--- src/rtl/apb_pkg.sv ---
// Shared APB definitions: transfer FSM states and default bus geometry.
// Imported by the master bridge, the slave memory and the arbiter.
package apb_pkg;

    typedef enum logic [1:0] {
        IDLE,
        SETUP,
        ACCESS,
        RESP
    } apb_state_e;

    localparam int unsigned APB_ADDR_W      = 32;
    localparam int unsigned APB_DATA_W      = 32;
    localparam int unsigned APB_TIMEOUT_DEF = 16;

endpackage

--- src/rtl/apb_master_bridge.sv ---
// Single-outstanding APB master: one valid/ready request becomes one APB setup/access
// transfer, and the result comes back on a valid/ready response channel.
module apb_master_bridge
    import apb_pkg::*;
#(
    parameter int unsigned ADDR_W  = APB_ADDR_W,
    parameter int unsigned DATA_W  = APB_DATA_W,
    parameter int unsigned TIMEOUT = APB_TIMEOUT_DEF
) (
    input  logic              pclk,
    input  logic              preset,

    input  logic              req_valid,
    output logic              req_ready,
    input  logic              req_write,
    input  logic [ADDR_W-1:0] req_addr,
    input  logic [DATA_W-1:0] req_wdata,

    output logic              rsp_valid,
    input  logic              rsp_ready,
    output logic [DATA_W-1:0] rsp_rdata,
    output logic              rsp_err,
    output logic              rsp_timeout,

    output logic              psel,
    output logic              penable,
    output logic              pwrite,
    output logic [ADDR_W-1:0] paddr,
    output logic [DATA_W-1:0] pwdata,
    input  logic [DATA_W-1:0] prdata,
    input  logic              pready,
    input  logic              pslverr
);

    localparam int unsigned     CNT_W    = $clog2(TIMEOUT + 1);
    localparam logic [CNT_W-1:0] CNT_LAST = CNT_W'(TIMEOUT - 1);
    localparam logic [CNT_W-1:0] CNT_MAX  = '1;

    apb_state_e       state;
    logic [CNT_W-1:0] wait_cnt;

    assign req_ready = (state == IDLE);

    always_ff @(posedge pclk) begin
        if (preset) begin
            state       <= IDLE;
            wait_cnt    <= '0;
            psel        <= 1'b0;
            penable     <= 1'b0;
            pwrite      <= 1'b0;
            paddr       <= '0;
            pwdata      <= '0;
            rsp_valid   <= 1'b0;
            rsp_rdata   <= '0;
            rsp_err     <= 1'b0;
            rsp_timeout <= 1'b0;
        end else begin
            unique case (state)
                IDLE: begin
                    if (req_valid) begin
                        pwrite  <= req_write;
                        paddr   <= req_addr;
                        pwdata  <= req_wdata;
                        psel    <= 1'b1;
                        penable <= 1'b0;
                        state   <= SETUP;
                    end
                end
                SETUP: begin
                    penable  <= 1'b1;
                    wait_cnt <= '0;
                    state    <= ACCESS;
                end
                ACCESS: begin
                    if (pready) begin
                        psel        <= 1'b0;
                        penable     <= 1'b0;
                        rsp_err     <= pslverr;
                        rsp_timeout <= 1'b0;
                        // Only clean read data is forwarded; error/write responses read as zero.
                        rsp_rdata   <= (!pwrite && !pslverr) ? prdata : '0;
                        rsp_valid   <= 1'b1;
                        state       <= RESP;
                    end else if (wait_cnt == CNT_LAST) begin
                        psel        <= 1'b0;
                        penable     <= 1'b0;
                        rsp_err     <= 1'b1;
                        rsp_timeout <= 1'b1;
                        rsp_rdata   <= '0;
                        rsp_valid   <= 1'b1;
                        state       <= RESP;
                    end else if (wait_cnt != CNT_MAX) begin
                        wait_cnt <= wait_cnt + 1'b1;
                    end
                end
                RESP: begin
                    if (rsp_ready) begin
                        rsp_valid <= 1'b0;
                        state     <= IDLE;
                    end
                end
                default: state <= IDLE;
            endcase
        end
    end

endmodule
--- config.mk ---
export PLATFORM = sky130hd
export DESIGN_NAME = apb_master_bridge
export DESIGN_NICKNAME = d
export VERILOG_FILES = /design/src/rtl/apb_pkg.sv /design/src/rtl/apb_master_bridge.sv
export SDC_FILE = /design/constraint.sdc
export NUM_CORES = 1
export LEC_CHECK = 0
export CORE_MARGIN = 5
export CORE_UTILIZATION = 35
export DETAILED_ROUTE_END_ITERATION = 6
export PLACE_DENSITY = 0.77
export SYNTH_ARGS = -nofsm -noshare
export SYNTH_HDL_FRONTEND = slang
export SYNTH_SLANG_ARGS = --single-unit
export TNS_END_PERCENT = 10
--- constraint.sdc ---
create_clock -name pclk -period 6.7 [get_ports pclk]
set_input_delay 2.01 -clock pclk [delete_from_list [all_inputs] [get_ports pclk]]
set_output_delay 2.01 -clock pclk [all_outputs]
set_load 0.005 [all_outputs]
==> impl_results.md <==
- Status: complete, no violations
- Synth Net Count: 542
- Crit-path cells: inv_1 -> ha_1 -> clkdlybuf4s50_1
- Synth cell count leaders: nand2_1, dfxtp_1, a21oi_1
- Sequential Power Share: 46.5%
- Via count: 3,647
- Hold Crit Class: register to register
- Number of CTS-inserted buffers: 9
- Critical Path End: req_ready
- VDD IR max: 0.130 mV
- Synth top area cells: dfxtp_1, nand2_1, a21oi_1
- Critical Path Max Stage Delay: 0.54 ns
- Port Buffer Count: 205
- Cell row count: 38
- Die X: 114 um
- Worst-Margin Slew: 1.20 ns
- Async SR Flop Fraction: 0%
- Worst Reg-to-Reg Cells: 6
- WP buf/inv: 2
- GRT Resource Usage Total: 16.5%
- CTS resizes: 0
- RR Endpoint: wait_cnt[2]
- Initial antenna violation count: 0
- Root Driver: clkbuf_8
- Core ar.: 0.0107 sq mm
- Layout cells sized above 1: 3.53%
- Power Density: 279 mW/mm^2
- Via/cell ratio: 4.77
- TritonCTS clock tree: yes
- Drt total wl: 11.2 mm
- Max-cap violations: 0
- DRT Pass-1 Iters: 4
- CP arrival: 1.61 ns
- Starting Density: 35.5%
- Area delta synth->final: 61.5%
- Final Skew: 0.00754 ns
- Sequential share of the synthesized area: 57.1%
- RSZ-0062 raised after global routing: no
- Crit path kind: register to primary output
- Fmax: 276 MHz
- Stages on the worst setup path: 3
- Total power: 0.00172 W
- WL per Instance: 14.7 um
- Max FO, Critical Path: 5
- Synth cell types: 33
- # DRC: 0
- Yosys reg bits: 109
- Max clock buf depth: 2
- Crit share post-route: 54.1%
- Final nets: 729
- Leak pwr: 2.27 nW
- Hold_buf cts: 0
- Syn Inst Count: 432
- Critical R2R Launch: wait_cnt[0]
- Final slew viol count: 0
- Clock Power Share: 24.1%
- CP delay by family, top: buffers and inverters
- Routability cong.: 0.796
- Synth top area share: 57.1%
- Maximum number of pins on one net before global-route repair: 79
- Final hold viol count: 0
- Main synth FF type: dfxtp_1
- First-pass GRT wire length: 17.6 mm
- Slew HR: 19.7%
- Internal power: 0.00124 W
- Clock sink count: 109
- Dpl hpwl: 8.09 mm
- Initial DRC count: 226
- Clock-pin slew on the worst setup and hold paths: 0.10 ns
- Sw frac: 28.0%
- Cell Area, Synth: 0.00382 sq mm
- Synth area leader: dfxtp_1
- Antenna-violating nets left: 0
- I/O pin cnt: 206
- Antenna cells: 0
- Total grt overflow: 0
- YS warnings: 0
- Fin crit period: 3.62 ns
- Count leader, synth: nand2_1
- Die span in y: 114 um
- Vias in the first global route: 3,751
- Crit-path slowest cell: clkdlybuf4s50_1
- Setup tns final: 0 ns
- Req. time, crit path: 4.69 ns
- R2R Setup Slk: 4.32 ns
- EDFF count, synth: 0
- Power share of the combinational group: 29.4%
- Setup crit end kind: primary output
- H-tree depth: 3
- # Post-CTS Setup Buffers: 0
- Switching power: 0.000482 W
- CP startpoint: state[0]
- Final setup violation count: 0
- Worst Setup Start Kind: register
- Worst-skew pair later-pin latency: 0.35 ns
- Die ar.: 0.0131 sq mm
- Syn avg cell area: 8.84 sq um
area by class of cell:
type	instances	area, sq um
fillers	972	4580
flip-flops and latches	109	2180
repair buffers	207	2060
multi-input cells	287	1520
well taps	140	175
clock buffers	11	131
clock inverters	5	75.1
inverters	5	18.8
logic make-up after synthesis:
kind of cell               after synthesis  synth area share (%)
and+or+nand+nor                        162                  17.5
DFF                                    109                  57.1
buffers and inverters                   36                  3.57
AOI/OAI and AO/OA                      118                  19.5
adders and majority gates                7                  2.29
power groups by stage:
stage                     Clock (W)  Sequential, W  Combinational [W]
after CTS                  0.000429       0.000801           0.000515
after floorplan                   0       0.000820           0.000197
after detailed placement          0       0.000816           0.000512
after global placement            0       0.000811           0.000499
after global routing       0.000456       0.000814           0.000554
final                      0.000415       0.000801           0.000507
through the flow:
stage / instance area (sq um) / cells / utilization (%) / setup WS [ns] / hold slack (ns)
finish: 6170 / 764 / 57.4 / 3.08 / 0.458
global route: 6170 / 764 / 57.4 / 2.98 / 0.479
CTS: 6160 / 764 / 57.3 / 2.86 / 0.460
detailed placement: 5950 / 748 / 55.4 / 2.50 / 0.446
global placement: 5950 / 748 / 55.4 / 2.59 / 0.441
floorplan: 3820 / 432 / - / 3.41 / 0.453
state kept, by name, summed over array words and instances, names as in the netlist, 2 cells and up:
name and cells:
paddr 32, state 2, rsp_rdata 32, wait_cnt 5, pwdata 32
tightest hold or removal path: cells and delay by family, from the launching register on:
family / cells / cell delay [ns]
AOI/OAI and AO/OA: 1 / 0.05
DFF: 1 / 0.32
and+or+nand+nor: 1 / 0.05
metal layers:
layer	share of wire, %	global-route usage (%)	wire length (um)	vias up
li1	-	-	-	1827
met1	41	18.8	4550	1651
met2	47	27.8	5220	147
met3	10	6.18	1160	22
met4	2.5	6.89	276	0
met5	0	0	0	-
layout by cell type (no fill, tap or decap), types with 3 or more instances in the layout:
| cell | n |
|---|---|
| clkdlybuf4s50_1 | 204 |
| nand2_1 | 135 |
| dfxtp_1 | 109 |
| a21oi_1 | 72 |
| a22o_1 | 32 |
| clkbuf_8 | 9 |
| ha_1 | 7 |
| inv_1 | 5 |
| nand3_1 | 4 |
| nand2b_1 | 4 |
| nor2b_1 | 3 |
| or3_1 | 3 |
| clkinv_2 | 3 |
worst min path at each step:
stage | from | slack, ns | depth (start not counted) | to
2_1_floorplan | paddr[0] | 0.45 | 2 | paddr[0]
3_3_place_gp | pwdata[7] | 0.44 | 2 | pwdata[7]
3_5_place_dp | paddr[4] | 0.45 | 2 | paddr[4]
4_1_cts | pwdata[1] | 0.46 | 2 | pwdata[1]
5_1_grt | paddr[25] | 0.48 | 2 | paddr[25]
6_report | pwdata[30] | 0.46 | 2 | pwdata[30]
Power figures use the tool's default switching activity.
